--- config.mk ---
export PLATFORM = sky130hd
export DESIGN_NAME = uart_autobaud
export DESIGN_NICKNAME = d
export VERILOG_FILES = /design/src/rtl/uart_autobaud.sv
export SDC_FILE = /design/constraint.sdc
export NUM_CORES = 1
export LEC_CHECK = 0
export CAP_MARGIN = 20
export CORE_MARGIN = 2
export CORE_UTILIZATION = 50
export CTS_CLUSTER_SIZE = 28
export DETAILED_ROUTE_END_ITERATION = 12
export PLACE_DENSITY_LB_ADDON = 0.1
export SYNTH_ARGS = -nofsm -noshare
export SYNTH_HDL_FRONTEND = slang
export SYNTH_SLANG_ARGS = --single-unit
--- constraint.sdc ---
create_clock -name clk -period 4.9 [get_ports clk]
set_input_delay 0.98 -clock clk [delete_from_list [all_inputs] [get_ports clk]]
set_output_delay 0.98 -clock clk [all_outputs]
set_load 0.02 [all_outputs]
--- src/rtl/uart_autobaud.sv ---
// rtl/uart_autobaud.sv - automatic baud-rate detector locking onto a 0x55 sync character
//
// Purpose:
//   Once armed, waits for the RX line to sit idle-high, times the five falling
//   edges of a 0x55 character (eight bit periods) and picks the nearest of the
//   eight supported baud codes for the baud generator.
//
// Ports:
//   clk          in   clock
//   rst          in   synchronous reset, active-high
//   i_start      in   single-cycle arm pulse, ignored while busy
//   i_abort      in   return to IDLE without a done/error pulse
//   i_rx         in   raw asynchronous RX line
//   o_baud_rate  out  selected baud code (0 = 9600 ... 7 = 921600)
//   o_busy       out  high from accepted start until done/error/abort
//   o_done       out  1-cycle pulse on successful detection
//   o_error      out  1-cycle pulse on out-of-range measurement or timeout

module uart_autobaud #(
    parameter int CLK_FREQ    = 100000000,
    parameter int IDLE_CYCLES = 2 * (CLK_FREQ / 9600)
) (
    input  logic       clk,
    input  logic       rst,
    input  logic       i_start,
    input  logic       i_abort,
    input  logic       i_rx,
    output logic [2:0] o_baud_rate,
    output logic       o_busy,
    output logic       o_done,
    output logic       o_error
);

    // Dividers for codes 0..7
    localparam int D0 = CLK_FREQ / 9600;
    localparam int D1 = CLK_FREQ / 19200;
    localparam int D2 = CLK_FREQ / 38400;
    localparam int D3 = CLK_FREQ / 57600;
    localparam int D4 = CLK_FREQ / 115200;
    localparam int D5 = CLK_FREQ / 230400;
    localparam int D6 = CLK_FREQ / 460800;
    localparam int D7 = CLK_FREQ / 921600;

    // Accepted bit-period window and the measurement timeout (8 slowest periods)
    localparam int P_LO  = D7 - D7 / 4;
    localparam int P_HI  = D0 + D0 / 4;
    localparam int N_MAX = 8 * P_HI;
    localparam int NW    = $clog2(N_MAX + 1);
    localparam int IW    = $clog2(IDLE_CYCLES + 1);

    localparam logic [NW-1:0] P_LO_V      = NW'(P_LO);
    localparam logic [NW-1:0] P_HI_V      = NW'(P_HI);
    localparam logic [NW-1:0] N_LAST_V    = NW'(N_MAX - 1);
    localparam logic [IW-1:0] IDLE_LAST_V = IW'(IDLE_CYCLES - 1);

    // Midpoints between neighbouring dividers
    localparam logic [NW-1:0] T1 = NW'((D0 + D1) / 2);
    localparam logic [NW-1:0] T2 = NW'((D1 + D2) / 2);
    localparam logic [NW-1:0] T3 = NW'((D2 + D3) / 2);
    localparam logic [NW-1:0] T4 = NW'((D3 + D4) / 2);
    localparam logic [NW-1:0] T5 = NW'((D4 + D5) / 2);
    localparam logic [NW-1:0] T6 = NW'((D5 + D6) / 2);
    localparam logic [NW-1:0] T7 = NW'((D6 + D7) / 2);

    typedef enum logic [2:0] {
        S_IDLE,
        S_WAIT_IDLE,
        S_WAIT_FALL,
        S_MEASURE,
        S_CLASSIFY
    } state_t;

    state_t          r_state;
    state_t          w_state_nxt;
    logic            r_sync1;
    logic            r_sync2;
    logic            r_prev;
    logic [NW-1:0]   r_n;
    logic [NW-1:0]   w_n_nxt;
    logic [2:0]      r_e;
    logic [2:0]      w_e_nxt;
    logic [IW-1:0]   r_idle;
    logic [IW-1:0]   w_idle_nxt;
    logic [2:0]      r_baud;
    logic [2:0]      w_baud_nxt;
    logic            r_busy;
    logic            w_busy_nxt;
    logic            r_done;
    logic            w_done_nxt;
    logic            r_error;
    logic            w_error_nxt;
    logic            w_fall;
    logic [NW-1:0]   w_p;
    logic [2:0]      w_code;

    // Input synchronizer plus previous sample for edge detection; all idle high
    always_ff @(posedge clk) begin
        if (rst) begin
            r_sync1 <= 1'b1;
            r_sync2 <= 1'b1;
            r_prev  <= 1'b1;
        end else begin
            r_sync1 <= i_rx;
            r_sync2 <= r_sync1;
            r_prev  <= r_sync2;
        end
    end

    assign w_fall = r_prev & ~r_sync2;

    // Average bit period over the eight measured bit times
    assign w_p = r_n >> 3;

    always_comb begin
        w_code = 3'd7;
        if      (w_p >= T1) w_code = 3'd0;
        else if (w_p >= T2) w_code = 3'd1;
        else if (w_p >= T3) w_code = 3'd2;
        else if (w_p >= T4) w_code = 3'd3;
        else if (w_p >= T5) w_code = 3'd4;
        else if (w_p >= T6) w_code = 3'd5;
        else if (w_p >= T7) w_code = 3'd6;
    end

    always_ff @(posedge clk) begin
        if (rst) begin
            r_state <= S_IDLE;
            r_n     <= '0;
            r_e     <= '0;
            r_idle  <= '0;
            r_baud  <= 3'b000;
            r_busy  <= 1'b0;
            r_done  <= 1'b0;
            r_error <= 1'b0;
        end else begin
            r_state <= w_state_nxt;
            r_n     <= w_n_nxt;
            r_e     <= w_e_nxt;
            r_idle  <= w_idle_nxt;
            r_baud  <= w_baud_nxt;
            r_busy  <= w_busy_nxt;
            r_done  <= w_done_nxt;
            r_error <= w_error_nxt;
        end
    end

    always_comb begin
        w_state_nxt = r_state;
        w_n_nxt     = r_n;
        w_e_nxt     = r_e;
        w_idle_nxt  = r_idle;
        w_baud_nxt  = r_baud;
        w_busy_nxt  = r_busy;
        w_done_nxt  = 1'b0;
        w_error_nxt = 1'b0;

        if (i_abort) begin
            // Abort beats start: a simultaneous start in IDLE is dropped
            if (r_state != S_IDLE) begin
                w_state_nxt = S_IDLE;
                w_busy_nxt  = 1'b0;
            end
        end else begin
            case (r_state)
                S_IDLE: begin
                    if (i_start) begin
                        w_state_nxt = S_WAIT_IDLE;
                        w_idle_nxt  = '0;
                        w_busy_nxt  = 1'b1;
                    end
                end
                S_WAIT_IDLE: begin
                    if (r_sync2) begin
                        if (r_idle == IDLE_LAST_V) begin
                            w_state_nxt = S_WAIT_FALL;
                        end else begin
                            w_idle_nxt = r_idle + 1'b1;
                        end
                    end else begin
                        w_idle_nxt = '0;
                    end
                end
                S_WAIT_FALL: begin
                    if (w_fall) begin
                        w_state_nxt = S_MEASURE;
                        w_n_nxt     = '0;
                        w_e_nxt     = 3'd1;
                    end
                end
                S_MEASURE: begin
                    if (w_fall && (r_e == 3'd4)) begin
                        // Fifth edge: N includes this cycle, i.e. exactly 8 bit times
                        w_state_nxt = S_CLASSIFY;
                        w_n_nxt     = r_n + 1'b1;
                    end else if (r_n == N_LAST_V) begin
                        // N would reach the timeout value; stop before it can wrap
                        w_state_nxt = S_IDLE;
                        w_busy_nxt  = 1'b0;
                        w_error_nxt = 1'b1;
                    end else begin
                        w_n_nxt = r_n + 1'b1;
                        if (w_fall) begin
                            w_e_nxt = r_e + 1'b1;
                        end
                    end
                end
                S_CLASSIFY: begin
                    w_state_nxt = S_IDLE;
                    w_busy_nxt  = 1'b0;
                    if ((w_p < P_LO_V) || (w_p > P_HI_V)) begin
                        w_error_nxt = 1'b1;
                    end else begin
                        w_baud_nxt = w_code;
                        w_done_nxt = 1'b1;
                    end
                end
                default: begin
                    w_state_nxt = S_IDLE;
                    w_busy_nxt  = 1'b0;
                end
            endcase
        end
    end

    assign o_baud_rate = r_baud;
    assign o_busy      = r_busy;
    assign o_done      = r_done;
    assign o_error     = r_error;

endmodule

==> results.json <==
{
  "ys_async_sr_fraction": 0,
  "start_util": 0.521,
  "die_x_um": 80.2,
  "track_usage": 0.224,
  "ys_ff_latch": 47,
  "die_area_mm2": 0.00644,
  "antenna_found_initial": 0,
  "critical_path_class": "in2reg",
  "ant_nets": 0,
  "status": "complete, no violations",
  "clk_latency_ps": 300,
  "holdCritPathClass": "reg2reg",
  "period_share": 0.606,
  "rsz0062_at_grt": "no",
  "io_buffers": 10,
  "io_pins": 11,
  "cts_hold_buf": 0,
  "drt_iter0_markers": 195,
  "area_delta_synth_final_pct": 5.12,
  "antenna_cells": 0,
  "power.density_mw_per_mm2": 234,
  "grt_max_degree": 31,
  "clockBufferDepth": 2,
  "synthCells": 352,
  "firstDrtPassIters": 7,
  "netlist_area_mm2": 0.00291,
  "die_y_um": 80.2,
  "period_needed_ps": 2970,
  "arrival_ps": 3190,
  "hold_viol": 0,
  "synth_seq_area_share": 0.324,
  "max_cap_violations": 0,
  "cts_buffers": 5,
  "crit_required_ps": 5130,
  "drc_errors": 0,
  "top_usage_layer": "met2",
  "wire_per_inst_um": 15.9,
  "num_rows": 27,
  "vias": 2680,
  "coreArea_mm2": 0.00557,
  "endpoint_kind": "flip-flop",
  "ys.flop_type": "dfxtp_1",
  "synth_edf_count": 0,
  "clkTransAtPathRegs_ps": 90,
  "drive_gt1_frac": 0.116,
  "grt_use_met3": 0.0382,
  "fin_ws_ps": 1930,
  "avgSynthCellArea_um2": 8.26,
  "setup_viol": 0,
  "finClkSkew_ps": 8.19,
  "dp_slack_ps": 1650,
  "via_per_inst": 6.43,
  "root_buffer": "clkbuf_8",
  "place_congestion": 0.868,
  "yosysUniqueCellTypes": 74,
  "max_slew_margin": 0.355,
  "grt_pass1_vias": 2415,
  "overflow": 0,
  "finalSetupTns_ps": 0,
  "cts.sinks": 47,
  "yosysWarnings": 0,
  "h-tree-depth": 2,
  "layout.nets": 354,
  "synth_nets": 361,
  "start_kind": "input port",
  "fmaxAchievable_mhz": 337,
  "critPathMaxFanout": 30,
  "hpwl_um": 4570,
  "post_cts_buffers": 0,
  "wirelength_um": 6640,
  "leakagePower_nw": 0.941,
  "ir_drop_uv": 104,
  "maxSlewViolCount": 0,
  "grt_pass1_wl_um": 11500,
  "tightest_slew_ps": 967,
  "grt.met2_usage": 0.363,
  "grt_use_met1": 0.299,
  "cts-resized-gates": 0,
  "cts_tree": "yes"
}
## worst max-delay path, cell delays in order
cell and delay (ps):
clkdlybuf4s50_1 550, nor3b_2 340, o21a_1 330, o31ai_4 280, or4_1 560, a21oi_1 150
## cells in the mapped netlist, types with 9 or more instances
| cell | number | area, µm² |
|---|---|---|
| dfxtp_1 | 47 | 941 |
| inv_1 | 10 | 37.5 |
| nor2_1 | 16 | 60.1 |
| nand2_1 | 26 | 97.6 |
| or3_1 | 9 | 56.3 |
| o21ai_0 | 13 | 65.1 |
| o31ai_1 | 19 | 143 |
| nand4_1 | 11 | 68.8 |
| clkbuf_1 | 17 | 63.8 |
| a21oi_1 | 32 | 160 |
| or4_1 | 13 | 97.6 |
| nand3_1 | 13 | 65.1 |
## where the power goes
part	total, mW	internal (mW)	switching, mW
clock	0.279	0.150	0.129
sequential	0.391	0.385	0.00589
combinational	0.0451	0.0184	0.0267
## metal layers
| layer | up-vias | wire length (µm) |
|---|---|---|
| met5 | - | 0 |
| met4 | 0 | 42 |
| met3 | 4 | 246 |
| met2 | 57 | 3180 |
| met1 | 1282 | 3170 |
| li1 | 1337 | - |
## per-stage QoR
step	utilization	instances	instance area, µm²	hold slack, ps	power (mW)
final	0.548	417	3060	411	0.715
after global placement	0.530	410	2950	390	0.445
after CTS	0.548	417	3060	412	0.722
after global routing	0.548	417	3060	427	0.744
after detailed placement	0.530	410	2950	392	0.445
after floorplan	-	352	2910	389	0.434
## path summary, 6_finish.rpt
check / slack, ps / start / cells after the start / end
worst min register to register: 410 / r_sync1$_SDFF_PP1_ / 1 / r_sync2$_SDFF_PP1_
worst min-delay path: 410 / r_sync1$_SDFF_PP1_ / 1 / r_sync2$_SDFF_PP1_
worst max register to register: 2200 / r_n[0]$_SDFFE_PP0P_ / 6 / r_n[8]$_SDFFE_PP0P_
worst max-delay path: 1930 / i_abort / 6 / r_n[16]$_SDFFE_PP0P_
## kinds of logic after synthesis
logic type | count (synthesis) | share of synthesized area
and+or+nand+nor | 150 | 0.319
AOI/OAI and AO/OA | 110 | 0.257
DFF | 47 | 0.324
buffers and inverters | 36 | 0.0676
xor gates and xnor gates | 4 | 0.0121
adders and majority gates | 4 | 0.0172
muxes | 1 | 0.00344
## cell usage in the layout (no fill, tap or decap), drive strengths merged, types with 11 or more instances in the layout
master  Yosys  routed
nand4      11      11
nor2       17      17
dfxtp      47      47
nand2      26      26
a21oi      36      36
or4        20      20
o21ai      20      20
o31ai      20      20
nand3      14      14
## area by class of cell
type / count / area [µm²]
Clock buffer: 6 / 72.6
Clock inverter: 1 / 30.0
Fill cell: 543 / 2520
Inverter: 10 / 37.5
Multi-Input combinational cell: 269 / 1770
Sequential cell: 47 / 941
Tap cell: 72 / 90.1
Timing Repair Buffer: 12 / 115
## registers in the layout (all words and copies together), names as in the netlist
| register | count |
|---|---|
| r_sync1 | 1 |
| o_baud_rate | 3 |
| o_done | 1 |
| o_busy | 1 |
| r_prev | 1 |
| r_n | 17 |
| r_state | 3 |
| r_e | 3 |
| r_sync2 | 1 |
| r_idle | 15 |
| o_error | 1 |
No activity file was read; power rests on OpenSTA's default activity.
